$ cat src/rtl/fp_compare_pipe_if.sv
// Operand/result handshake bundle for fp_compare_pipe.
// The master drives operands and out_ready; the slave (the comparator) drives the rest.
interface fp_compare_pipe_if #(
    parameter int EXP_W  = 4,
    parameter int FRAC_W = 8
) ();
    localparam int N = 1 + EXP_W + FRAC_W;

    logic         in_valid;
    logic         in_ready;
    logic [N-1:0] a;
    logic [N-1:0] b;
    logic [2:0]   op;
    logic         out_valid;
    logic         out_ready;
    logic         flag;
    logic [N-1:0] result;

    modport master (
        output in_valid, a, b, op, out_ready,
        input  in_ready, out_valid, flag, result
    );

    modport slave (
        input  in_valid, a, b, op, out_ready,
        output in_ready, out_valid, flag, result
    );
endinterface

$ cat src/rtl/fp_compare_pipe.sv
// Two-stage pipelined compare/select for sign/exponent/fraction operands (value = +-0.f * 2^exp).
// Optional saturating transfer counters are built when FP_CMP_STATS_EN is defined.
module fp_compare_pipe #(
    parameter int EXP_W  = 4,
    parameter int FRAC_W = 8
) (
    input  logic              clk,
    input  logic              reset,
    fp_compare_pipe_if.slave  bus
`ifdef FP_CMP_STATS_EN
    ,
    output logic [15:0]       stat_true,
    output logic [15:0]       stat_ops
`endif
);
    localparam int N     = 1 + EXP_W + FRAC_W;
    localparam int MAG_W = EXP_W + FRAC_W;

    typedef enum logic [2:0] {
        OP_GT  = 3'd0,
        OP_GE  = 3'd1,
        OP_EQ  = 3'd2,
        OP_LT  = 3'd3,
        OP_LE  = 3'd4,
        OP_MAX = 3'd5,
        OP_MIN = 3'd6,
        OP_RSV = 3'd7
    } op_e;

    // Per-operand field decode; index 0 is A, index 1 is B.
    logic [N-1:0]     w_opnd [2];
    logic [MAG_W-1:0] w_mag  [2];
    logic [1:0]       w_sign;
    logic [1:0]       w_zero;

    assign w_opnd[0] = bus.a;
    assign w_opnd[1] = bus.b;

    genvar gi;
    generate
        for (gi = 0; gi < 2; gi++) begin : g_dec
            assign w_sign[gi] = w_opnd[gi][N-1];
            assign w_zero[gi] = (w_opnd[gi][FRAC_W-1:0] == '0);
            assign w_mag[gi]  = w_opnd[gi][MAG_W-1:0];
        end
    endgenerate

    logic         r_s1_valid;
    logic         r_s1_sign_a;
    logic         r_s1_sign_b;
    logic         r_s1_zero_a;
    logic         r_s1_zero_b;
    logic         r_s1_mag_gt;
    logic         r_s1_mag_eq;
    op_e          r_s1_op;
    logic [N-1:0] r_s1_a;
    logic [N-1:0] r_s1_b;

    logic         r_out_valid;
    logic         r_flag;
    logic [N-1:0] r_result;

    logic         w_adv2;
    logic         w_in_ready;
    logic         w_in_fire;

    assign w_adv2     = !r_out_valid || bus.out_ready;
    assign w_in_ready = !r_s1_valid || w_adv2;
    assign w_in_fire  = bus.in_valid && w_in_ready;

    always_ff @(posedge clk) begin
        if (reset) begin
            r_s1_valid <= 1'b0;
        end else if (w_in_ready) begin
            r_s1_valid <= bus.in_valid;
        end
    end

    // Payload registers need no reset: they are only consumed when r_s1_valid is set.
    always_ff @(posedge clk) begin
        if (w_in_fire) begin
            r_s1_sign_a <= w_sign[0];
            r_s1_sign_b <= w_sign[1];
            r_s1_zero_a <= w_zero[0];
            r_s1_zero_b <= w_zero[1];
            r_s1_mag_gt <= (w_mag[0] > w_mag[1]);
            r_s1_mag_eq <= (w_mag[0] == w_mag[1]);
            r_s1_op     <= op_e'(bus.op);
            r_s1_a      <= bus.a;
            r_s1_b      <= bus.b;
        end
    end

    logic         w_gt;
    logic         w_eq;
    logic         w_flag;
    logic [N-1:0] w_result;

    // Zero handling comes first so a signed zero never reaches the magnitude path.
    always_comb begin
        w_gt = 1'b0;
        if (r_s1_zero_a && r_s1_zero_b) begin
            w_gt = 1'b0;
        end else if (r_s1_zero_a) begin
            w_gt = r_s1_sign_b;
        end else if (r_s1_zero_b) begin
            w_gt = !r_s1_sign_a;
        end else if (r_s1_sign_a != r_s1_sign_b) begin
            w_gt = !r_s1_sign_a;
        end else if (!r_s1_sign_a) begin
            w_gt = r_s1_mag_gt;
        end else begin
            w_gt = !r_s1_mag_gt && !r_s1_mag_eq;
        end
    end

    assign w_eq = (r_s1_zero_a && r_s1_zero_b) ||
                  (!r_s1_zero_a && !r_s1_zero_b &&
                   (r_s1_sign_a == r_s1_sign_b) && r_s1_mag_eq);

    always_comb begin
        w_flag   = 1'b0;
        w_result = r_s1_a;
        case (r_s1_op)
            OP_GT:   w_flag = w_gt;
            OP_GE:   w_flag = w_gt || w_eq;
            OP_EQ:   w_flag = w_eq;
            OP_LT:   w_flag = !w_gt && !w_eq;
            OP_LE:   w_flag = !w_gt;
            OP_MAX: begin
                w_flag   = w_gt || w_eq;
                w_result = (w_gt || w_eq) ? r_s1_a : r_s1_b;
            end
            OP_MIN: begin
                w_flag   = !w_gt;
                w_result = !w_gt ? r_s1_a : r_s1_b;
            end
            OP_RSV:  w_flag = 1'b0;
            default: w_flag = 1'b0;
        endcase
    end

    // Outputs only move when stage 2 advances with a real operation behind it.
    always_ff @(posedge clk) begin
        if (reset) begin
            r_out_valid <= 1'b0;
            r_flag      <= 1'b0;
            r_result    <= '0;
        end else if (w_adv2) begin
            r_out_valid <= r_s1_valid;
            if (r_s1_valid) begin
                r_flag   <= w_flag;
                r_result <= w_result;
            end
        end
    end

    assign bus.in_ready  = w_in_ready;
    assign bus.out_valid = r_out_valid;
    assign bus.flag      = r_flag;
    assign bus.result    = r_result;

`ifdef FP_CMP_STATS_EN
    logic        w_out_fire;
    logic [15:0] r_stat_true;
    logic [15:0] r_stat_ops;

    assign w_out_fire = r_out_valid && bus.out_ready;

    always_ff @(posedge clk) begin
        if (reset) begin
            r_stat_true <= '0;
            r_stat_ops  <= '0;
        end else if (w_out_fire) begin
            if (r_stat_ops != 16'hFFFF) begin
                r_stat_ops <= r_stat_ops + 16'd1;
            end
            if (r_flag && (r_stat_true != 16'hFFFF)) begin
                r_stat_true <= r_stat_true + 16'd1;
            end
        end
    end

    assign stat_true = r_stat_true;
    assign stat_ops  = r_stat_ops;
`endif

endmodule

$ cat src/flat_wrapper.sv
// flat-port wrapper written by rule: the top's interface ports become plain ports
module fp_compare_pipe_flat 
#(
    parameter int EXP_W  = 4,
    parameter int FRAC_W = 8
)
  (clk, reset, bus_in_valid, bus_a, bus_b, bus_op, bus_out_ready, bus_in_ready, bus_out_valid, bus_flag, bus_result);
  fp_compare_pipe_if #(.EXP_W(EXP_W), .FRAC_W(FRAC_W)) bus_i ();
  input  logic clk;
  input  logic reset;
  input wire logic [$bits(bus_i.in_valid)-1:0] bus_in_valid;
  input wire logic [$bits(bus_i.a)-1:0] bus_a;
  input wire logic [$bits(bus_i.b)-1:0] bus_b;
  input wire logic [$bits(bus_i.op)-1:0] bus_op;
  input wire logic [$bits(bus_i.out_ready)-1:0] bus_out_ready;
  output wire logic [$bits(bus_i.in_ready)-1:0] bus_in_ready;
  output wire logic [$bits(bus_i.out_valid)-1:0] bus_out_valid;
  output wire logic [$bits(bus_i.flag)-1:0] bus_flag;
  output wire logic [$bits(bus_i.result)-1:0] bus_result;
  assign bus_i.in_valid = bus_in_valid;
  assign bus_i.a = bus_a;
  assign bus_i.b = bus_b;
  assign bus_i.op = bus_op;
  assign bus_i.out_ready = bus_out_ready;
  assign bus_in_ready = bus_i.in_ready;
  assign bus_out_valid = bus_i.out_valid;
  assign bus_flag = bus_i.flag;
  assign bus_result = bus_i.result;
  fp_compare_pipe #(.EXP_W(EXP_W), .FRAC_W(FRAC_W)) u_core (.clk(clk), .reset(reset), .bus(bus_i));
endmodule
$ cat config.mk
export PLATFORM = sky130hd
export DESIGN_NAME = fp_compare_pipe_flat
export DESIGN_NICKNAME = d
export VERILOG_FILES = /design/src/rtl/fp_compare_pipe_if.sv /design/src/rtl/fp_compare_pipe.sv /design/src/flat_wrapper.sv
export SDC_FILE = /design/constraint.sdc
export NUM_CORES = 1
export LEC_CHECK = 0
export CAP_MARGIN = 10
export CORE_MARGIN = 3
export CORE_UTILIZATION = 44
export DETAILED_ROUTE_END_ITERATION = 12
export GPL_ROUTABILITY_DRIVEN = 1
export MAX_ROUTING_LAYER = met4
export PLACE_DENSITY = 0.74
export SLEW_MARGIN = 20
export SYNTH_ARGS = -nofsm -noshare
export SYNTH_HDL_FRONTEND = slang
export SYNTH_SLANG_ARGS = --single-unit
export TNS_END_PERCENT = 100
$ cat constraint.sdc
create_clock -name clk -period 4.25 [get_ports clk]
set_clock_uncertainty 0.15 [all_clocks]
set_input_delay 0.85 -clock clk [delete_from_list [all_inputs] [get_ports clk]]
set_output_delay 0.85 -clock clk [all_outputs]
set_load 0.02 [all_outputs]
* Word-level counts from Yosys, hierarchy flattened *
Index checks and enable logic that the tools add are counted.

word-level totals
  logic and storage cells = 59
  input port bits = 33
  register bits after elaboration = 51
  output and inout port bits = 16

cells by class
  mux-type cells = 9
  equal/unequal tests = 10
  order comparisons = 1
  reduce and logical (&&, ||, !) cells = 26

operators with widths
  kind                                                                   number
  13-bit 2-to-1 mux                                                      2
  13-bit one-hot mux with 2 select lines                                 1
  8-bit logical NOT                                                      2
  12-bit equality test                                                   1
  3-bit equality test, second input constant                             4
  12-bit greater-than comparator                                         1
  1-bit logical NOT                                                      9
  1-bit logical AND                                                      7
  3-bit by 2-bit equality test with 1-bit output, second input constant  2
  1-bit one-hot mux with 6 select lines                                  1
  1-bit 2-to-1 mux                                                       5
  1-bit logical OR                                                       4
  2-bit OR reduction                                                     2
  3-bit by 1-bit equality test with 1-bit output, second input constant  1
  3-bit logical NOT                                                      1
  2-bit AND reduction                                                    1
  1-bit equality test                                                    1
  1-bit != test                                                          1

* Depth between registers and ports, before layout *
Gate-level depths: netlist of the first run.

  word-level depth = 10
  gate-level depth with buffers = 7
  mapped depth without buffers = 7

* Worst setup path after synthesis of the first run *
Ideal clock, no wire load.

  kind = input to register
  start = in bus_out_ready
  end = reg u_core.r_s1_a[0] (enable)
  data required time = 3.707 ns
  stages on the path = 3
  slack = 1.746 ns
  data arrival time = 1.961 ns
  setup time = 0.393 ns
  buffers on the path = 0
  cells stage by stage = nor2b_1 -> nand2_1 -> and2_1

on the way
  longest elaborated chain between the ends = 3

RTL lines
  item                    RTL line               source
  start: declaration      flat_wrapper.sv:15     input wire logic [$bits(bus_i.out_ready)-1:0] bus_out_ready;
  1-bit logical OR        fp_compare_pipe.sv:67  assign w_adv2 = !r_out_valid || bus.out_ready;
  1-bit logical OR        fp_compare_pipe.sv:68  assign w_in_ready = !r_s1_valid || w_adv2;
  via bus_in_ready        flat_wrapper.sv:16     output wire logic [$bits(bus_i.in_ready)-1:0] bus_in_ready;
  1-bit logical AND       fp_compare_pipe.sv:69  assign w_in_fire = bus.in_valid && w_in_ready;
  via u_core.w_in_fire    fp_compare_pipe.sv:65  logic w_in_fire;
  end signal: assignment  fp_compare_pipe.sv:89  r_s1_a <= bus.a;
  end: declaration        fp_compare_pipe.sv:56  logic [N-1:0] r_s1_a;

The timed path passes the listed nets, and every way through them passes these cells.
A chain may end at the register's enable or synchronous reset.

* Final worst setup path of the first run *
  start = in bus_out_ready
  end = out bus_in_ready

on the way
  longest elaborated chain between the ends = 2

RTL lines
  item              RTL line
  1-bit logical OR  fp_compare_pipe.sv:67
  1-bit logical OR  fp_compare_pipe.sv:68
  end: declaration  flat_wrapper.sv:16

Every way passes these cells.

==> impl_metrics.env, run 1 <==
export IMPL_vias=1892
export IMPL_path_class="in -> out"
export IMPL_timing_final_max_slew_violations=0
export IMPL_grt_max_degree=34
export IMPL_cp_slowest_cell="clkdlybuf4s50_1"
export IMPL_vias_per_cell=5.300
export IMPL_dieArea_um2=6760
export IMPL_insertion_delay_ns=0.30
export IMPL_drt_initial_drc_count=165
export IMPL_synth_avg_cell_area_um2=10.79
export IMPL_dp_cells=349
export IMPL_nNetsFinal=329
export IMPL_synth_seq_area_share_pct=51.30
export IMPL_finalPower_mw=1.063
export IMPL_path_max_fanout=5
export IMPL_die_w_um=82.22
export IMPL_rows=27
export IMPL_most_common_layout_cells="clkdlybuf4s50_1 (48), edfxtp_1 (33), nand2_1 (30), nor2_1 (23), a21oi_1 (18)"
export IMPL_synth_seq_cells=49
export IMPL_htreeDepth=2
export IMPL_ant_nets=0
export IMPL_use_met2_pct=23.64
export IMPL_layout_cells_most_common="clkdlybuf4s50_1"
export IMPL_clockBufferDepth=2
export IMPL_startpoint="bus_out_ready"
export IMPL_clk_pin_slew_worst_paths_ns=0.09
export IMPL_hold_path_end="u_core.bus.result[12]"
export IMPL_start_util_pct=45.86
export IMPL_grt_antenna_before_repair=0
export IMPL_grt_pass1_vias=1735
export IMPL_hpwl_um=3675
export IMPL_hp_class="reg -> reg"
export IMPL_endpoint_kind="output port"
export IMPL_worst_path_stages=4
export IMPL_grt_first_pass_wirelength_um=7990
export IMPL_rsz0062_at_grt="no"
export IMPL_drc=0
export IMPL_syn_inst=237
export IMPL_clock_sinks=49
export IMPL_n_antenna_cell=0
export IMPL_die_h_um=82.22
export IMPL_cp_top_family="buffers and inverters"
export IMPL_synth_edf_count=33
export IMPL_async_reset_ff_share_pct=0
export IMPL_cellPowerDensity_nw_per_um2=333.9
export IMPL_crit_path_cell_trace="clkdlybuf4s50_1 -> nor2b_1 -> nand2_1 -> clkdlybuf4s50_1"
export IMPL_area_growth_pct=24.52
export IMPL_setup_viol=0
export IMPL_place_congestion=0.8248
export IMPL_pin_count=49
export IMPL_synth_ff_type="edfxtp_1"
export IMPL_max_freq_mhz=316.2
export IMPL_cts_hold_buf=0
export IMPL_finalHoldViolCount=0
export IMPL_numCtsBuffers=5
export IMPL_reg2reg_from="u_core.r_s1_op[1]"
export IMPL_critPathBufInv=2
export IMPL_reg2reg_to="u_core.bus.result[9]"
export IMPL_worstMarginPinSlew_ns=0.8962
export IMPL_final_util_pct=57.10
export IMPL_power_leakage_nw=1.211
export IMPL_min_from="u_core.bus.result[12]"
export IMPL_fillers=467
export IMPL_finalCritPeriodShare_pct=74.42
export IMPL_reg2reg_depth=4
export IMPL_use_met1_pct=21.47
export IMPL_syn_area_um2=2556
export IMPL_worst_ep_arrival_time_ns=2.16
export IMPL_grt_overflow=0
export IMPL_cts_resized=0
export IMPL_holdWs_ns=0.3425
export IMPL_synth_distinct_cells=42
export IMPL_root_buffer="clkbuf_8"
export IMPL_max_slew_margin_pct=40.19
export IMPL_numPortBuffers=48
export IMPL_holdPathStages=2
export IMPL_critPathRequiredTime_ns=3.25
export IMPL_max_cap_violations=0
export IMPL_drtPass1Iterations=4
export IMPL_synth_nets=282
export IMPL_routed_wire_length_per_instance_um=14.01
export IMPL_grt_met3_usage_pct=2.820
export IMPL_cts_setup_buffers=0
export IMPL_peakVddDrop_mv=0.1561
export IMPL_grtUsageTotal_pct=15.64
export IMPL_status="completed"
export IMPL_max_stage_delay_ns=0.54
export IMPL_fin_crit_ns=3.163
export IMPL_cpMostUsedCell="clkdlybuf4s50_1"
export IMPL_core_um2=5574
export IMPL_layout_drive_gt1_share_pct=10.88
export IMPL_cts_tree="built"
export IMPL_r2r_setup_slack_ns=2.03
export IMPL_tns_ns=0
export IMPL_startpoint_type="input port"
export IMPL_yosys_warnings=0
export IMPL_wirelength_um=5002
export IMPL_grt_busiest_layer="met2"
export IMPL_final_cell_count_no_fill=357
==> routing by layer <==
layer  vias up  wire length [µm]
li1        962                 -
met3         5               200
met5         -                 0
met2        44              2231
met4         0                49
met1       881              2521
==> state kept, by name, indices dropped and copies added, names as in the netlist <==
signal                count
u_core.r_s1_a            13
u_core.r_s1_mag_gt        1
u_core.r_s1_zero_a        1
u_core.r_s1_op            3
u_core.bus.out_valid      1
u_core.r_s1_mag_eq        1
u_core.bus.result        13
u_core.r_s1_zero_b        1
u_core.bus.flag           1
u_core.r_s1_b            13
u_core.r_s1_valid         1
==> worst max path at each step <==
stage / endpoint / slack, ns
6_report: bus_in_ready / 1.09
5_1_grt: bus_in_ready / 1.03
4_1_cts: bus_in_ready / 1.09
3_5_place_dp: bus_in_ready / 1.09
3_3_place_gp: bus_in_ready / 1.14
2_1_floorplan: u_core.r_s1_a[0] / 1.75
==> tightest hold or removal path, stage by stage, from the launching register on <==
cell and delay [ns]:
dfxtp_1 0.32, nor2_1 0.09, nor3_1 0.04
==> cell families after synthesis <==
kind of cell	synth area share, %
fa+ha+maj	5.874
simple gates	17.38
buf+inv	4.748
mux	7.440
xor+xnor	0.3427
flops	51.30
compound gates	12.92
==> where the power goes <==
part / internal (mW) / total (mW) / leakage, nW / switching, mW
registers: 0.541 / 0.561 / 0.456 / 0.0202
clock network: 0.173 / 0.325 / 0.0518 / 0.152
logic: 0.0909 / 0.176 / 0.703 / 0.0851
==> final cells by class <==
| type | count | area (µm²) | area share (%) |
|---|---|---|---|
| sequential | 49 | 1311 | 41.20 |
| tap | 72 | 90.09 | 2.830 |
| clock buffer | 5 | 68.82 | 2.162 |
| multi-input combinational | 164 | 1124 | 35.30 |
| timing repair buffer | 50 | 495.5 | 15.57 |
| clock inverter | 3 | 41.29 | 1.297 |
| inverter | 14 | 52.55 | 1.651 |
==> metrics by stage <==
step           area (µm²)  setup slack [ns]
2_1_floorplan        2556             1.746
3_3_place_gp         3073             1.136
3_5_place_dp         3073             1.091
4_1_cts              3183             1.089
5_1_grt              3183             1.032
6_report             3183             1.087
==> cell usage after synthesis, types with 2 or more instances <==
library cell | n | area [µm²]
a21o_1 | 5 | 37.54
a21oi_1 | 18 | 90.09
a311oi_1 | 12 | 105.1
and2_1 | 2 | 12.51
buf_6 | 4 | 45.04
clkbuf_1 | 5 | 18.77
dfxtp_1 | 16 | 320.3
edfxtp_1 | 33 | 991.0
ha_1 | 12 | 150.1
inv_1 | 13 | 48.80
mux2_2 | 4 | 45.04
mux2_4 | 9 | 135.1
nand2_1 | 30 | 112.6
nand2b_1 | 2 | 12.51
nand3_1 | 13 | 65.06
nand4_1 | 4 | 25.02
nor2_1 | 23 | 86.33
nor2b_1 | 3 | 18.77
nor3b_1 | 2 | 15.01
o21ai_0 | 2 | 10.01
or2_2 | 2 | 12.51
or4_1 | 3 | 22.52
Power figures use the tool's default switching activity.
==> run 2, diff against run 1 <==
- PLACE_DENSITY: 0.74 -> 0.77
- clock period: 4.25 -> 2.8 ns (I/O delays scaled with it)
==> run 2 against run 1 <==
  * Global-route usage rose by 1.9 points
  * Wire length rose by 9.6%
  * Count of clock-buffer cells in the layout did not move
  * First-iteration DRC count rose by 41%
  * Via count rose by 2.1%
==> impl_metrics.env, run 2 (synthesis results as in run 1) <==
export IMPL_cellPowerDensity_nw_per_um2=491.8
export IMPL_peakVddDrop_mv=0.2204
export IMPL_worstMarginPinSlew_ns=0.5918
export IMPL_power_leakage_nw=1.209
export IMPL_use_met1_pct=24.10
export IMPL_insertion_delay_ns=0.30
export IMPL_pin_count=49
export IMPL_wirelength_um=5481
export IMPL_critPathRequiredTime_ns=2.09
export IMPL_reg2reg_from="u_core.r_s1_zero_b"
export IMPL_final_cell_count_no_fill=358
export IMPL_pre_cts_ws_ns=0.1932
export IMPL_min_from="u_core.bus.result[12]"
export IMPL_numPortBuffers=48
export IMPL_grt_first_pass_wirelength_um=8797
export IMPL_vias=1932
export IMPL_place_congestion=0.8054
export IMPL_grt_busiest_layer="met2"
export IMPL_fillers=475
export IMPL_most_common_layout_cells="clkdlybuf4s50_1 (48), edfxtp_1 (33), nand2_1 (30), nor2_1 (23), a21oi_1 (18)"
export IMPL_dieArea_um2=6760
export IMPL_drt_initial_drc_count=233
export IMPL_max_slew_margin_pct=60.55
export IMPL_ant_nets=0
export IMPL_intPower_mw=1.143
export IMPL_drtPass1Iterations=5
export IMPL_nNetsFinal=330
export IMPL_setup_ws_ns=0.2025
export IMPL_r2r_setup_slack_ns=0.76
export IMPL_final_util_pct=56.95
export IMPL_fin_crit_ns=2.598
export IMPL_reg2reg_depth=5
export IMPL_area_growth_pct=24.18
export IMPL_path_max_fanout=5
export IMPL_grt_met3_usage_pct=2.603
export IMPL_rows=27
export IMPL_die_h_um=82.22
export IMPL_cts_setup_buffers=0
export IMPL_reg2reg_to="u_core.bus.result[11]"
export IMPL_grt_overflow=0
export IMPL_cts_tree="built"
export IMPL_hpwl_um=4040
export IMPL_start_util_pct=45.86
export IMPL_path_class="in -> out"
export IMPL_tns_ns=0
export IMPL_cts_hold_buf=0
export IMPL_core_um2=5574
export IMPL_vias_per_cell=5.397
export IMPL_finalCritPeriodShare_pct=92.77
export IMPL_grt_pass1_vias=1833
export IMPL_final_design_area_no_fill_um2=3174
export IMPL_grt_max_degree=34
export IMPL_status="completed"
export IMPL_worst_ep_arrival_time_ns=1.89
export IMPL_grt_antenna_before_repair=0
export IMPL_n_antenna_cell=0
export IMPL_routed_wire_length_per_instance_um=15.31
export IMPL_power_switching_mw=0.4184
export IMPL_hold_path_end="u_core.bus.result[12]"
export IMPL_max_freq_mhz=385.0
export IMPL_pwr_share_seq_pct=54.6
export IMPL_layout_drive_gt1_share_pct=11.54
export IMPL_endpoint_kind="output port"
export IMPL_placed_area_um2=3080
export IMPL_holdPathStages=2
export IMPL_drc=0
export IMPL_p_sw_share_pct=26.80
export IMPL_max_cap_violations=0
export IMPL_finalHoldViolCount=0
export IMPL_numCtsBuffers=5
export IMPL_use_met2_pct=26.76
export IMPL_die_w_um=82.22
export IMPL_layout_cells_most_common="clkdlybuf4s50_1"
export IMPL_clockPowerShare_pct=27.8
export IMPL_hp_class="reg -> reg"
export IMPL_rsz0062_at_grt="no"
export IMPL_clockBufferDepth=2
export IMPL_root_buffer="clkbuf_8"
export IMPL_startpoint_type="input port"
export IMPL_grtUsageTotal_pct=17.51
export IMPL_comb_power_share_pct=17.5
export IMPL_setup_viol=0
export IMPL_htreeDepth=2
export IMPL_clock_sinks=49
export IMPL_timing_final_max_slew_violations=0
export IMPL_clk_pin_slew_worst_paths_ns=0.09
export IMPL_cts_resized=0
export IMPL_dp_cells=350
-- run 2: cell types whose count changed in the layout (fill, tap and decap cells not counted) --
cell       before  now
inv_6           0    2
clkinv_1        1    0
bufinv_16       1    0
buf_4           2    3
-- run 2: stage by stage --
stage,power (mW),hold WS (ns)
2_1_floorplan,1.022,0.3460
3_3_place_gp,1.133,0.3330
3_5_place_dp,1.143,0.3409
4_1_cts,1.567,0.3577
5_1_grt,1.634,0.3814
6_report,1.561,0.3533
-- run 2: layout make-up --
class	count	area (µm²)	share of cell area, %
inverters	14	52.55	1.656
well taps	72	90.09	2.838
clock buffers	5	68.82	2.168
clock inverters	3	25.02	0.7883
repair buffers	51	503.0	15.85
flip-flops and latches	49	1311	41.31
multi-input cells	164	1124	35.40
-- run 2: worst max-delay path, cell delays in order --
cell	delay, ns
clkdlybuf4s50_1	0.40
nor2b_1	0.27
nand2_1	0.11
clkdlybuf4s50_1	0.54
-- run 2: how the worst max path moves through the flow --
stage / slack (ns) / from / endpoint
5_1_grt: 0.13 / bus_out_ready / bus_in_ready
6_report: 0.20 / bus_out_ready / bus_in_ready
3_3_place_gp: 0.27 / bus_out_ready / bus_in_ready
4_1_cts: 0.19 / bus_out_ready / bus_in_ready
2_1_floorplan: 0.59 / bus_out_ready / u_core.r_s1_a[0]
3_5_place_dp: 0.19 / bus_out_ready / bus_in_ready
-- run 2: power groups by stage --
stage	registers, mW	logic [mW]	clock network [mW]
finish	0.853	0.274	0.434
floorplan	0.881	0.141	0
detailed placement	0.869	0.274	0
global route	0.858	0.300	0.476
global placement	0.867	0.265	0
CTS	0.852	0.276	0.439
-- run 2: routing by layer --
| metal | part of all wire (%) | up-vias | wire (µm) |
|---|---|---|---|
| li1 | - | 965 | - |
| met1 | 45 | 891 | 2471 |
| met2 | 47 | 68 | 2563 |
| met3 | 6.9 | 8 | 379 |
| met4 | 1.2 | 0 | 66 |
| met5 | 0 | - | 0 |
